**src/rtl/nw_pkg.sv**
```systemverilog
// Shared types and constants for the Needleman-Wunsch traceback block.
// Optional checking is controlled by the TRACEBACK_CHECK_EN macro.
package nw_pkg;

    localparam int SCORE_W        = 9;
    localparam int MATCH_SCORE    = 1;
    localparam int MISMATCH_SCORE = -1;
    localparam int GAP_SCORE      = -1;

    typedef enum logic [1:0] {
        SYM_A = 2'd0,
        SYM_C = 2'd1,
        SYM_G = 2'd2,
        SYM_T = 2'd3
    } sym_t;

    typedef enum logic [1:0] {
        DIR_MATCH = 2'b00,
        DIR_MISM  = 2'b01,
        DIR_UP    = 2'b10,
        DIR_LEFT  = 2'b11
    } dir_t;

    typedef enum logic [2:0] {
        ST_IDLE,
        ST_READ,
        ST_WAIT,
        ST_DECIDE,
        ST_EMIT,
        ST_DONE
    } tb_state_t;

    // Scores are compared one bit wider so that a neighbour plus penalty never wraps.
    function automatic logic signed [SCORE_W:0] sext(input logic signed [SCORE_W-1:0] v);
        return {v[SCORE_W-1], v};
    endfunction

endpackage

```
**src/rtl/nw_traceback_if.sv**
```systemverilog
// Score-RAM read bus and alignment-step output stream of the traceback engine.
// master: traceback engine; slave: score/sequence memories plus alignment writer.
interface nw_traceback_if
    import nw_pkg::*;
#(
    parameter int BitAddr = 3
);

    logic                      rd_en;
    logic [BitAddr:0]          rd_i;
    logic [BitAddr:0]          rd_j;
    logic signed [SCORE_W-1:0] cur;
    logic signed [SCORE_W-1:0] diag;
    logic signed [SCORE_W-1:0] up;
    logic signed [SCORE_W-1:0] left;
    logic [1:0]                char_a;
    logic [1:0]                char_b;

    logic                      out_valid;
    logic                      out_ready;
    logic [1:0]                out_dir;
    logic [BitAddr:0]          out_i;
    logic [BitAddr:0]          out_j;

    modport master (
        output rd_en, rd_i, rd_j,
        input  cur, diag, up, left, char_a, char_b,
        output out_valid, out_dir, out_i, out_j,
        input  out_ready
    );

    modport slave (
        input  rd_en, rd_i, rd_j,
        output cur, diag, up, left, char_a, char_b,
        input  out_valid, out_dir, out_i, out_j,
        output out_ready
    );

endinterface

```
**src/rtl/nw_tb_decide.sv**
```systemverilog
// Combinational traceback direction chooser (priority diag > up > left).
// With TRACEBACK_CHECK_EN it also flags interior cells that no predecessor explains.
module nw_tb_decide
    import nw_pkg::*;
#(
    parameter int MATCH    = MATCH_SCORE,
    parameter int MISMATCH = MISMATCH_SCORE,
    parameter int GAP      = GAP_SCORE
) (
    input  logic signed [SCORE_W-1:0] cur,
    input  logic signed [SCORE_W-1:0] diag,
    input  logic signed [SCORE_W-1:0] up,
    input  logic signed [SCORE_W-1:0] left,
    input  logic [1:0]                char_a,
    input  logic [1:0]                char_b,
    input  logic                      i_zero,
    input  logic                      j_zero,
    output dir_t                      dir
`ifdef TRACEBACK_CHECK_EN
    ,
    output logic                      chk_fail
`endif
);

    localparam logic signed [SCORE_W:0] MATCH_V = (SCORE_W+1)'(MATCH);
    localparam logic signed [SCORE_W:0] MISM_V  = (SCORE_W+1)'(MISMATCH);
    localparam logic signed [SCORE_W:0] GAP_V   = (SCORE_W+1)'(GAP);

    logic signed [SCORE_W:0] cur_x;
    logic signed [SCORE_W:0] diag_sum;
    logic signed [SCORE_W:0] up_sum;
    logic                    char_eq;
    logic                    diag_ok;
    logic                    up_ok;

    // Boundary rows/columns never look at neighbour data, which may be garbage there.
    always_comb begin
        char_eq  = (char_a == char_b);
        cur_x    = sext(cur);
        diag_sum = sext(diag) + (char_eq ? MATCH_V : MISM_V);
        up_sum   = sext(up) + GAP_V;
        diag_ok  = !i_zero && !j_zero && (cur_x == diag_sum);
        up_ok    = !i_zero && (cur_x == up_sum);

        dir = DIR_LEFT;
        if (i_zero) begin
            dir = DIR_LEFT;
        end else if (j_zero) begin
            dir = DIR_UP;
        end else if (diag_ok) begin
            dir = char_eq ? DIR_MATCH : DIR_MISM;
        end else if (up_ok) begin
            dir = DIR_UP;
        end
    end

`ifdef TRACEBACK_CHECK_EN
    logic signed [SCORE_W:0] left_sum;

    always_comb begin
        left_sum = sext(left) + GAP_V;
        chk_fail = !i_zero && !j_zero && !diag_ok && !up_ok && (cur_x != left_sum);
    end
`else
    logic unused_left;
    assign unused_left = ^left;
`endif

endmodule

```
**src/rtl/nw_traceback.sv**
```systemverilog
// Needleman-Wunsch traceback: walks the filled score matrix from (N,N) to (0,0),
// emitting one alignment step per handshake. TRACEBACK_CHECK_EN adds the err output.
module nw_traceback
    import nw_pkg::*;
#(
    parameter int N        = 4,
    parameter int BitAddr  = $clog2(N+1),
    parameter int MATCH    = MATCH_SCORE,
    parameter int MISMATCH = MISMATCH_SCORE,
    parameter int GAP      = GAP_SCORE
) (
    input  logic                 clk,
    input  logic                 rst,
    input  logic                 start,
    nw_traceback_if.master       bus,
    output logic                 busy,
    output logic                 done,
    output logic [BitAddr+1:0]   len
`ifdef TRACEBACK_CHECK_EN
    ,
    output logic                 err
`endif
);

    localparam logic [BitAddr:0]   IDX_ONE = (BitAddr+1)'(1);
    localparam logic [BitAddr:0]   IDX_N   = (BitAddr+1)'(N);
    localparam logic [BitAddr+1:0] LEN_ONE = (BitAddr+2)'(1);

    tb_state_t state;
    tb_state_t state_next;

    logic [BitAddr:0]          i;
    logic [BitAddr:0]          j;
    logic [BitAddr:0]          i_step;
    logic [BitAddr:0]          j_step;
    logic                      step_last;

    logic signed [SCORE_W-1:0] cur_q;
    logic signed [SCORE_W-1:0] diag_q;
    logic signed [SCORE_W-1:0] up_q;
    logic signed [SCORE_W-1:0] left_q;
    logic [1:0]                char_a_q;
    logic [1:0]                char_b_q;

    dir_t                      dec_dir;
    dir_t                      dir_q;
    logic [BitAddr:0]          out_i_q;
    logic [BitAddr:0]          out_j_q;

`ifdef TRACEBACK_CHECK_EN
    logic chk_fail;
    logic err_q;
    assign err = err_q;
`endif

    nw_tb_decide #(
        .MATCH    (MATCH),
        .MISMATCH (MISMATCH),
        .GAP      (GAP)
    ) u_decide (
        .cur      (cur_q),
        .diag     (diag_q),
        .up       (up_q),
        .left     (left_q),
        .char_a   (char_a_q),
        .char_b   (char_b_q),
        .i_zero   (i == '0),
        .j_zero   (j == '0),
        .dir      (dec_dir)
`ifdef TRACEBACK_CHECK_EN
        ,
        .chk_fail (chk_fail)
`endif
    );

    // Coordinates after the step currently on offer; committed only on handshake.
    always_comb begin
        i_step = i;
        j_step = j;
        case (dir_q)
            DIR_MATCH, DIR_MISM: begin
                i_step = i - IDX_ONE;
                j_step = j - IDX_ONE;
            end
            DIR_UP:   i_step = i - IDX_ONE;
            DIR_LEFT: j_step = j - IDX_ONE;
            default:  ;
        endcase
        step_last = (i_step == '0) && (j_step == '0);
    end

    always_ff @(posedge clk) begin
        if (rst) begin
            state <= ST_IDLE;
        end else begin
            state <= state_next;
        end
    end

    always_comb begin
        state_next = state;
        case (state)
            ST_IDLE, ST_DONE: begin
                if (start) begin
                    state_next = ST_READ;
                end
            end
            ST_READ:   state_next = ST_WAIT;
            ST_WAIT:   state_next = ST_DECIDE;
            ST_DECIDE: begin
                state_next = ST_EMIT;
`ifdef TRACEBACK_CHECK_EN
                if (chk_fail) begin
                    state_next = ST_DONE;
                end
`endif
            end
            ST_EMIT: begin
                if (bus.out_ready) begin
                    state_next = step_last ? ST_DONE : ST_READ;
                end
            end
            default:   state_next = ST_IDLE;
        endcase
    end

    assign bus.rd_en     = (state == ST_READ);
    assign bus.rd_i      = i;
    assign bus.rd_j      = j;
    assign bus.out_valid = (state == ST_EMIT);
    assign bus.out_dir   = dir_q;
    assign bus.out_i     = out_i_q;
    assign bus.out_j     = out_j_q;

    // RAM data is only trusted in WAIT, so it is captured there and decided on next cycle.
    always_ff @(posedge clk) begin
        if (rst) begin
            i        <= '0;
            j        <= '0;
            len      <= '0;
            busy     <= 1'b0;
            done     <= 1'b0;
            cur_q    <= '0;
            diag_q   <= '0;
            up_q     <= '0;
            left_q   <= '0;
            char_a_q <= '0;
            char_b_q <= '0;
            dir_q    <= DIR_MATCH;
            out_i_q  <= '0;
            out_j_q  <= '0;
`ifdef TRACEBACK_CHECK_EN
            err_q    <= 1'b0;
`endif
        end else begin
            done <= 1'b0;
            case (state)
                ST_IDLE, ST_DONE: begin
                    if (start) begin
                        i    <= IDX_N;
                        j    <= IDX_N;
                        len  <= '0;
                        busy <= 1'b1;
`ifdef TRACEBACK_CHECK_EN
                        err_q <= 1'b0;
`endif
                    end
                end
                ST_WAIT: begin
                    cur_q    <= bus.cur;
                    diag_q   <= bus.diag;
                    up_q     <= bus.up;
                    left_q   <= bus.left;
                    char_a_q <= bus.char_a;
                    char_b_q <= bus.char_b;
                end
                ST_DECIDE: begin
`ifdef TRACEBACK_CHECK_EN
                    if (chk_fail) begin
                        err_q <= 1'b1;
                        busy  <= 1'b0;
                        done  <= 1'b1;
                    end else
`endif
                    begin
                        dir_q   <= dec_dir;
                        out_i_q <= i;
                        out_j_q <= j;
                    end
                end
                ST_EMIT: begin
                    if (bus.out_ready) begin
                        i   <= i_step;
                        j   <= j_step;
                        len <= len + LEN_ONE;
                        if (step_last) begin
                            busy <= 1'b0;
                            done <= 1'b1;
                        end
                    end
                end
                default: ;
            endcase
        end
    end

endmodule
```
**src/flat_wrapper.sv**
```systemverilog
// flat-port wrapper written by rule: the top's interface ports become plain ports
module nw_traceback_flat import nw_pkg::*;
#(
    parameter int N        = 4,
    parameter int BitAddr  = $clog2(N+1),
    parameter int MATCH    = MATCH_SCORE,
    parameter int MISMATCH = MISMATCH_SCORE,
    parameter int GAP      = GAP_SCORE
)
  (clk, rst, start, busy, done, len, bus_rd_en, bus_rd_i, bus_rd_j, bus_cur, bus_diag, bus_up, bus_left, bus_char_a, bus_char_b, bus_out_valid, bus_out_dir, bus_out_i, bus_out_j, bus_out_ready);
  nw_traceback_if #(.BitAddr(BitAddr)) bus_i ();
  input  logic clk;
  input  logic rst;
  input  logic start;
  output logic busy;
  output logic done;
  output logic [BitAddr+1:0] len;
  output wire logic [$bits(bus_i.rd_en)-1:0] bus_rd_en;
  output wire logic [$bits(bus_i.rd_i)-1:0] bus_rd_i;
  output wire logic [$bits(bus_i.rd_j)-1:0] bus_rd_j;
  input wire logic [$bits(bus_i.cur)-1:0] bus_cur;
  input wire logic [$bits(bus_i.diag)-1:0] bus_diag;
  input wire logic [$bits(bus_i.up)-1:0] bus_up;
  input wire logic [$bits(bus_i.left)-1:0] bus_left;
  input wire logic [$bits(bus_i.char_a)-1:0] bus_char_a;
  input wire logic [$bits(bus_i.char_b)-1:0] bus_char_b;
  output wire logic [$bits(bus_i.out_valid)-1:0] bus_out_valid;
  output wire logic [$bits(bus_i.out_dir)-1:0] bus_out_dir;
  output wire logic [$bits(bus_i.out_i)-1:0] bus_out_i;
  output wire logic [$bits(bus_i.out_j)-1:0] bus_out_j;
  input wire logic [$bits(bus_i.out_ready)-1:0] bus_out_ready;
  assign bus_rd_en = bus_i.rd_en;
  assign bus_rd_i = bus_i.rd_i;
  assign bus_rd_j = bus_i.rd_j;
  assign bus_i.cur = bus_cur;
  assign bus_i.diag = bus_diag;
  assign bus_i.up = bus_up;
  assign bus_i.left = bus_left;
  assign bus_i.char_a = bus_char_a;
  assign bus_i.char_b = bus_char_b;
  assign bus_out_valid = bus_i.out_valid;
  assign bus_out_dir = bus_i.out_dir;
  assign bus_out_i = bus_i.out_i;
  assign bus_out_j = bus_i.out_j;
  assign bus_i.out_ready = bus_out_ready;
  nw_traceback #(.N(N), .BitAddr(BitAddr), .MATCH(MATCH), .MISMATCH(MISMATCH), .GAP(GAP)) u_core (.clk(clk), .rst(rst), .start(start), .bus(bus_i), .busy(busy), .done(done), .len(len));
endmodule
```
**config.mk**
```make
export PLATFORM = sky130hd
export DESIGN_NAME = nw_traceback_flat
export DESIGN_NICKNAME = d
export VERILOG_FILES = /design/src/rtl/nw_pkg.sv /design/src/rtl/nw_traceback_if.sv /design/src/rtl/nw_tb_decide.sv /design/src/rtl/nw_traceback.sv /design/src/flat_wrapper.sv
export SDC_FILE = /design/constraint.sdc
export NUM_CORES = 1
export LEC_CHECK = 0
export ABC_AREA = 1
export CORE_MARGIN = 2
export CORE_UTILIZATION = 29
export CTS_CLUSTER_DIAMETER = 200
export DETAILED_ROUTE_END_ITERATION = 12
export PLACE_DENSITY = 0.61
export SYNTH_ARGS = -nofsm -noshare
export SYNTH_HDL_FRONTEND = slang
export SYNTH_SLANG_ARGS = --single-unit
```
**constraint.sdc**
```tcl
create_clock -name clk -period 2.4 [get_ports clk]
set_input_delay 0.6 -clock clk [delete_from_list [all_inputs] [get_ports clk]]
set_output_delay 0.6 -clock clk [all_outputs]
set_load 0.005 [all_outputs]
```
==> results.sh, run 1 <==
export IMPL_die_width_um=111
export IMPL_core_mm2=0.0113
export IMPL_grt_pass1_vias=3178
export IMPL_top_layer="met4"
export IMPL_cap_viol_max_count=0
export IMPL_synth_ff_type="dfxtp_1"
export IMPL_arrival_ps=2630
export IMPL_routed_wl_um=8630
export IMPL_yosysWarnings=0
export IMPL_first_pass_iters=4
export IMPL_worstSkewPairLatency_ps=330
export IMPL_drc=0
export IMPL_powerDensity_mw_per_mm2=868
export IMPL_synth_area_mm2=0.00331
export IMPL_fin_cells=698
export IMPL_io_buffers=61
export IMPL_yosysUniqueCellTypes=36
export IMPL_min_period_ps=2360
export IMPL_final_nets=610
export IMPL_hold_viol_final=0
export IMPL_crit_type="flop to flop"
export IMPL_grtUsageTotal=0.148
export IMPL_htreeDepth=3
export IMPL_cts_sinks=59
export IMPL_ant_nets=0
export IMPL_most_common_layout_cells="nand2_1 (77), inv_1 (74), clkdlybuf4s50_1 (61)"
export IMPL_clockBufferDepth=2
export IMPL_ys_seq_elements=59
export IMPL_final_common_cell="nand2_1"
export IMPL_tightest_slew_ps=533
export IMPL_setup_viol_count_final=0
export IMPL_cts_tree="done"
export IMPL_gp_congestion=0.873
export IMPL_synthArstFlopShare=0
export IMPL_synth_edf_count=0
export IMPL_num_antenna_cells=0
export IMPL_root_buffer="clkbuf_16"
export IMPL_rsz0062_at_grt="yes"
export IMPL_fin_skew_ps=7.41
export IMPL_endpoint_kind="flop"
export IMPL_wl_met2_um=3930
export IMPL_total_power_w=0.00402
export IMPL_max_freq_mhz=423
export IMPL_antenna_found_initial=0
export IMPL_report_final_slew_viol_count=0
export IMPL_pin_count=71
export IMPL_vdd_ir_drop_max_uv=406
export IMPL_synth_nets=534
export IMPL_hold_buffers=0
export IMPL_relSlewSlack=0.645
export IMPL_grt_pass1_wl_um=14800
export IMPL_place_inst=678
export IMPL_synth_seq_area_share=0.356
export IMPL_initial_core_util=0.294
export IMPL_num_fill_cells=1158
export IMPL_layout_drive_gt1_share=0.135
export IMPL_syn_area_per_cell_um2=6.98
export IMPL_drt_vias_per_instance=4.59
export IMPL_m1WireLength_um=4050
export IMPL_cts_buffers=9
export IMPL_routed_via_count=3203
export IMPL_first_iter_violations=75
export IMPL_area_growth_pct=39.9
export IMPL_hpwl_um=6300
export IMPL_fp_dieH_um=111
export IMPL_status="complete, no violations"
export IMPL_fin_crit_sh=0.985
export IMPL_wl_per_cell_um=12.4
export IMPL_grt_max_degree=64
export IMPL_path_max_fanout=4
export IMPL_min_path_type="flop to flop"
export IMPL_syn_inst=475
export IMPL_startpoint_type="flop"
export IMPL_clkTransAtPathRegs_ps=50
export IMPL_power_leakage_nw=1.93
export IMPL_crit_required_ps=2670
export IMPL_fp_row_count=39
export IMPL_grt_ovfl_total=0
export IMPL_wl_met3_um=520
export IMPL_dieArea_mm2=0.0123
power by group:
group          switching, W  internal [W]
clock              0.000449      0.000851
combinational      0.000817      0.000705
sequential         0.000103       0.00110
final cells by class:
type | instances | area (um2) | area share
clock buffers | 11 | 253 | 0.0545
repair buffers | 80 | 757 | 0.163
flip-flops and latches | 59 | 1180 | 0.255
inverters | 80 | 303 | 0.0653
multi-input cells | 321 | 1910 | 0.412
clock inverters | 4 | 50.0 | 0.0108
well taps | 143 | 179 | 0.0386
flip-flops by register name, summed over array words and instances (netlist names):
register	count
u_core.char_b_q	2
u_core.diag_q	9
u_core.busy	1
u_core.done	1
u_core.bus.rd_j	4
u_core.bus.rd_i	4
u_core.up_q	9
u_core.state	3
u_core.bus.out_dir	2
u_core.char_a_q	2
u_core.len	5
u_core.cur_q	9
u_core.bus.out_j	4
u_core.bus.out_i	4
path summary, 6_finish.rpt:
check	start	to	slack [ps]	depth (start not counted)
worst max-delay path	u_core.char_b_q[1]	u_core.bus.out_dir[0]	40	16
worst min-delay path	u_core.char_a_q[1]	u_core.char_a_q[1]	450	2
worst max register to register	u_core.char_b_q[1]	u_core.bus.out_dir[0]	40	16
worst min register to register	u_core.char_a_q[1]	u_core.char_a_q[1]	450	2
synthesized netlist by cell type, types with 2 or more instances:
master / n / area, um2
nand2_1: 81 / 304
nand3_1: 24 / 120
nor2_1: 32 / 120
clkbuf_1: 13 / 48.8
nor2_2: 2 / 12.5
o21ai_0: 46 / 230
xnor2_1: 10 / 87.6
xor2_1: 13 / 114
inv_2: 5 / 18.8
o31ai_1: 2 / 15.0
nand4_1: 8 / 50.1
ha_1: 14 / 175
nor3_1: 3 / 15.0
inv_1: 75 / 282
a211oi_1: 5 / 37.5
nand2_2: 4 / 25.0
a21oi_1: 60 / 300
dfxtp_1: 59 / 1180
and3_1: 2 / 12.5
per-stage QoR:
stage / setup TNS [ps] / cell area, um2 / utilization / hold WS, ps / worst slack [ps]
floorplan: 0 / 3310 / - / 428 / 177
global placement: -167 / 4150 / 0.368 / 444 / -90.3
detailed placement: -180 / 4150 / 0.368 / 453 / -96.8
CTS: -48.1 / 4570 / 0.405 / 463 / -32.3
global route: -340 / 4630 / 0.411 / 481 / -183
finish: 0 / 4630 / 0.411 / 454 / 36.8
cells by family (layout without fill, tap and decap cells):
group                    Yosys count  count (layout)  share of synthesized area
buffers and inverters             95             175                      0.110
AO/OA/AOI/OAI                    118             118                      0.188
flip-flops                        59              59                      0.356
AND/OR/NAND/NOR                  165             165                      0.225
adder cells (fa/ha/maj)           15              15                     0.0589
XOR/XNOR                          23              23                     0.0608
what timing repair did:
action                                  4_1_cts  5_1_grt
pin swaps                                     5       10
gates resized for setup                      16        9
setup buffers                                 1        4
endpoints found under the setup margin        2        2
critical path, cell delays in order (launching register included):
cell,delay (ps)
dfxtp_2,320
xnor2_1,140
and3_4,220
inv_4,50
fa_1,420
nand2_2,120
nand2_4,70
buf_4,130
nand3_1,70
nand2_1,60
inv_1,60
nand3_1,90
nor3_2,170
nand3_2,120
nand2_2,90
nand3_2,60
a21oi_2,110
metal layers:
| metal | vias to the layer above | track usage |
|---|---|---|
| met2 | 69 | 0.238 |
| met4 | 0 | 0.0442 |
| met3 | 13 | 0.0547 |
| li1 | 1686 | - |
| met1 | 1435 | 0.185 |
| met5 | - | 0 |
(Power assumes the default switching activity.)
==> run 2, diff against run 1 <==
Settings changed: PLACE_DENSITY 0.61 to 0.57.
==> run 2 against run 1 <==
- the flow now finishes with violations (negative setup slack)
- sequential cell count unchanged
- power increased by 1.5%
- critical path depth unchanged
- hold slack got worse by 5.5 ps
- final cell count decreased by 0.14%
- sequential share of layout area increased by 0.10 points
- via count increased by 1.6%
- register-to-register slack got worse by 80 ps
- core utilization decreased by 0.21 points
- global-route usage increased by 0.16 points
- clock skew about the same
==> results.sh, run 2 (synthesis results as in run 1) <==
export IMPL_routed_via_count=3253
export IMPL_min_period_ps=2440
export IMPL_power_leakage_nw=1.94
export IMPL_area_growth_pct=39.2
export IMPL_initial_core_util=0.294
export IMPL_clkTransAtPathRegs_ps=50
export IMPL_dieArea_mm2=0.0123
export IMPL_startpoint_type="flop"
export IMPL_setup_ws_ps=-39.9
export IMPL_most_common_layout_cells="nand2_1 (78), inv_1 (74), clkdlybuf4s50_1 (61)"
export IMPL_layout_drive_gt1_share=0.126
export IMPL_report_final_slew_viol_count=0
export IMPL_clockBufferDepth=2
export IMPL_relSlewSlack=0.594
export IMPL_fin_skew_ps=7.81
export IMPL_endpoint_kind="flop"
export IMPL_fp_row_count=39
export IMPL_wl_per_cell_um=12.6
export IMPL_gp_congestion=0.864
export IMPL_grt_max_degree=36
export IMPL_pin_count=71
export IMPL_grt_ovfl_total=0
export IMPL_ant_nets=0
export IMPL_powerDensity_mw_per_mm2=885
export IMPL_violations="negative setup slack"
export IMPL_max_freq_mhz=410
export IMPL_cts_buffers=9
export IMPL_cap_viol_max_count=0
export IMPL_final_common_cell="nand2_1"
export IMPL_final_nets=608
export IMPL_tightest_slew_ps=608
export IMPL_drt_vias_per_instance=4.67
export IMPL_worstSkewPairLatency_ps=340
export IMPL_cts_sinks=59
export IMPL_use_met1=0.182
export IMPL_status="complete, but fails checks"
export IMPL_cts_tree="done"
export IMPL_rsz0062_at_grt="yes"
export IMPL_drc=0
export IMPL_gr_usage_met3=0.0596
export IMPL_die_width_um=111
export IMPL_num_antenna_cells=0
export IMPL_use_met2=0.239
export IMPL_min_path_type="flop to flop"
export IMPL_r2r_start="u_core.char_a_q[1]"
export IMPL_arrival_ps=2710
export IMPL_antenna_found_initial=0
export IMPL_vdd_ir_drop_max_uv=405
export IMPL_routed_wl_um=8760
export IMPL_root_buffer="clkbuf_16"
export IMPL_grt_pass1_wl_um=14800
export IMPL_crit_required_ps=2670
export IMPL_core_mm2=0.0113
export IMPL_htreeDepth=3
export IMPL_cp_startpoint="u_core.char_a_q[1]"
export IMPL_hold_viol_final=0
export IMPL_first_iter_violations=102
export IMPL_first_pass_iters=4
export IMPL_min_from="u_core.char_a_q[1]"
export IMPL_pre_cts_ws_ps=-98.0
export IMPL_top_regs="u_core.cur_q (9), u_core.diag_q (9), u_core.up_q (9)"
export IMPL_grtUsageTotal=0.149
export IMPL_hpwl_um=6330
export IMPL_grt_pass1_vias=3224
export IMPL_fp_dieH_um=111
export IMPL_io_buffers=61
export IMPL_fin_crit_sh=1.02
export IMPL_crit_type="flop to flop"
export IMPL_hold_worst_slack_ps=448
export IMPL_hold_buffers=0
export IMPL_setup_viol_count_final=2
export IMPL_path_max_fanout=3
export IMPL_busiest_layer="met2"
==> run 2: changes by cell type in the layout (fill, tap and decap cells not counted), moves of 2 or more <==
cell | before | now
nor2_1 | 31 | 28
clkinv_4 | 0 | 2
nor2_2 | 3 | 6
buf_4 | 18 | 15
ha_4 | 7 | 4
clkbuf_8 | 2 | 0
ha_1 | 7 | 10
==> run 2: power breakdown <==
part	internal, W	leakage, nW	total [W]	switching, W
Sequential	0.00110	0.482	0.00119	0.0000987
Clock	0.000909	0.153	0.00138	0.000468
Combinational	0.000675	1.30	0.00151	0.000835
==> run 2: final timing paths <==
check | endpoint | slack (ps) | cells after the start
worst max-delay path | u_core.bus.out_dir[0] | -40 | 16
worst min-delay path | u_core.char_a_q[1] | 450 | 2
worst min register to register | u_core.char_a_q[1] | 450 | 2
worst max register to register | u_core.bus.out_dir[0] | -40 | 16
==> run 2: cell type report <==
cell class / count / area (um2)
clock inverter: 6 / 90.1
tap: 143 / 179
timing repair buffer: 78 / 754
sequential: 59 / 1180
clock buffer: 10 / 229
fill: 1152 / 6660
inverter: 80 / 303
multi-input combinational: 321 / 1870
==> run 2: worst max-delay path: stages (launching register included) <==
cell     delay, ps
dfxtp_2        320
xnor2_1        140
and3_4         210
inv_4           50
fa_1           540
inv_1           50
nand2_1         50
nand2_1         70
nor2_2          90
nand2_1         70
nor2_2          90
nand3_2        100
nor3_4         210
nand3_2        130
nand2_2         80
nand3_2         70
a21oi_2        130
==> run 2: layer usage <==
metal | vias up | share of wire
met5 | - | 0
met4 | 0 | 0.011
met3 | 9 | 0.055
met2 | 75 | 0.47
met1 | 1483 | 0.46
li1 | 1686 | -
==> run 2: what timing repair did <==
action | in CTS | in global routing
gates resized for setup | 14 | 9
buffers inserted | 1 | 1
endpoints found under the setup margin | 2 | 2
pin swaps | 5 | 10
==> run 2: metrics by stage <==
step	util	power, W	TNS [ps]	cell area (um2)	cells
6_report	0.409	0.00408	-44.4	4610	697
5_1_grt	0.409	0.00438	-389	4610	697
4_1_cts	0.405	0.00407	0	4570	696
3_5_place_dp	0.370	0.00256	-186	4170	679
3_3_place_gp	0.370	0.00253	-90.6	4170	679
2_1_floorplan	-	0.00211	0	3310	475
==> run 3, diff against run 2 <==
Settings changed: DONT_BUFFER_PORTS set to 1, PLACE_DENSITY 0.57 to 0.49, SKIP_CTS_REPAIR_TIMING set to 1, TNS_END_PERCENT set to 50.
==> run 3 against run 2 <==
- sequential cell count stayed put
- sequential power hardly changed
- register-to-register slack better by 70 ps
- clock-buffer cell count is 1 higher
- power is 7.7% lower
- global-route usage is 1.3 points lower
- the run now ends clean
- via count is 9.7% lower
- final cell count is 9.3% lower
- wire length is 6.7% lower
- design area is 15% lower
- critical path type unchanged
- largest power group unchanged
==> results.sh, run 3 (synthesis results as in run 1) <==
export IMPL_cp_slowest_cell="fa_1"
export IMPL_final_nets=543
export IMPL_crit_chain="xnor2_1 > and3_1 > inv_2 > fa_1 > inv_1 > nand2_1 > nand2_1 > nor2_2 > nand2_1 > nor2_1 > nand3_1 > nor3_2 > nand3_1 > nand2_1 > nand3_2 > a21oi_2"
export IMPL_wl_met3_um=449
export IMPL_crit_type="flop to flop"
export IMPL_rsz0062_at_grt="yes"
export IMPL_routed_via_count=2938
export IMPL_routed_wl_um=8170
export IMPL_setup_ws_ps=35.0
export IMPL_path_max_fanout=3
export IMPL_num_antenna_cells=0
export IMPL_cts_tree="done"
export IMPL_cap_viol_max_count=0
export IMPL_placed_area_mm2=0.00355
export IMPL_drt_vias_per_instance=4.65
export IMPL_startpoint_type="flop"
export IMPL_status="complete, no violations"
export IMPL_final_core_util=0.349
export IMPL_fp_dieH_um=111
export IMPL_clockBufferDepth=2
export IMPL_powerDensity_mw_per_mm2=957
export IMPL_clkTransAtPathRegs_ps=60
export IMPL_htreeDepth=3
export IMPL_max_freq_mhz=423
export IMPL_pre_cts_ws_ps=-68.6
export IMPL_min_period_ps=2370
export IMPL_fin_skew_ps=10.7
export IMPL_slowest_delay_ps=520
export IMPL_io_buffers=0
export IMPL_cts_sinks=59
export IMPL_grt_ovfl_total=0
export IMPL_most_common_layout_cells="nand2_1 (79), inv_1 (74), a21oi_1 (58)"
export IMPL_fp_row_count=39
export IMPL_root_buffer="clkbuf_16"
export IMPL_endpoint_kind="flop"
export IMPL_first_iter_violations=85
export IMPL_crit_family="simple AND/OR/NAND/NOR gates"
export IMPL_min_path_type="primary input to flop"
export IMPL_pin_count=71
export IMPL_vdd_ir_drop_max_uv=375
export IMPL_final_common_cell="nand2_1"
export IMPL_hold_worst_slack_ps=333
export IMPL_top_layer="met4"
export IMPL_wl_met2_um=3860
export IMPL_dieArea_mm2=0.0123
export IMPL_ant_nets=0
export IMPL_cp_num_buf_inv=2
export IMPL_gp_congestion=0.831
export IMPL_arrival_ps=2640
export IMPL_power_leakage_nw=1.68
export IMPL_fin_crit_sh=0.985
export IMPL_layout_drive_gt1_share=0.129
export IMPL_drc=0
export IMPL_antenna_found_initial=0
export IMPL_m1WireLength_um=3670
export IMPL_worstSkewPairLatency_ps=330
export IMPL_die_width_um=111
export IMPL_grtUsageTotal=0.136
export IMPL_design_area_mm2=0.00393
export IMPL_hold_viol_final=0
export IMPL_grt_pass1_wl_um=13300
export IMPL_initial_core_util=0.294
export IMPL_core_mm2=0.0113
export IMPL_wl_per_cell_um=12.9
export IMPL_grt_pass1_vias=2807
export IMPL_relSlewSlack=0.701
export IMPL_num_fill_cells=1201
export IMPL_hpwl_um=6240
export IMPL_crit_required_ps=2670
export IMPL_setup_viol_count_final=0
export IMPL_cts_buffers=9
export IMPL_tightest_slew_ps=449
export IMPL_area_growth_pct=18.7
export IMPL_grt_max_degree=41
export IMPL_first_pass_iters=6
export IMPL_crit_path_frequent_cell="nand2_1"
export IMPL_report_final_slew_viol_count=0
export IMPL_top_regs="u_core.cur_q (9), u_core.diag_q (9), u_core.up_q (9)"
## run 3: cell count changes in the layout (fill, tap and decap cells not counted), sizes merged
cell / before / now
clkdlybuf4s50: 61 / 0
bufinv: 2 / 1
clkbuf: 10 / 11
buf: 17 / 13
## run 3: metrics by stage
step / power (W) / cells / TNS (ps)
3_3_place_gp: 0.00241 / 615 / -132
5_1_grt: 0.00406 / 632 / -457
6_report: 0.00376 / 632 / 0
3_5_place_dp: 0.00243 / 615 / -136
4_1_cts: 0.00372 / 631 / -200
2_1_floorplan: 0.00211 / 475 / 0
## run 3: layer usage
layer	GRT usage	up-vias
li1	-	1558
met1	0.155	1322
met2	0.227	43
met3	0.0492	15
met4	0.0658	0
met5	0	-
## run 3: worst reg2reg max path: cells and delay by family (launching register included)
kind,cells,cell delay (ps)
xor+xnor,1,120
flops,1,320
buf+inv,2,120
compound gates,1,110
simple gates,11,1100
fa+ha+maj,1,520
## run 3: where the power goes
part | switching, W | total, W | internal (W)
sequential | 0.000106 | 0.00120 | 0.00110
clock | 0.000444 | 0.00127 | 0.000825
combinational | 0.000755 | 0.00129 | 0.000538
total | 0.00131 | 0.00376 | 0.00246
## run 3: path summary, 6_finish.rpt
path / slack (ps) / end / start / cells after the start
setup / recovery: 30 / u_core.bus.out_dir[0] / u_core.char_b_q[1] / 16
setup reg to reg: 30 / u_core.bus.out_dir[0] / u_core.char_b_q[1] / 16
hold reg to reg: 450 / u_core.char_b_q[1] / u_core.char_b_q[1] / 2
hold / removal: 330 / u_core.state[1] / rst / 1
## run 3: final cells by class
cell class / count / area, um2 / area share
clock buffers: 11 / 243 / 0.0617
clock inverters: 5 / 52.6 / 0.0134
inverters: 80 / 300 / 0.0764
multi-input cells: 321 / 1850 / 0.471
flip-flops and latches: 59 / 1180 / 0.301
well taps: 143 / 179 / 0.0455
repair buffers: 13 / 123 / 0.0312
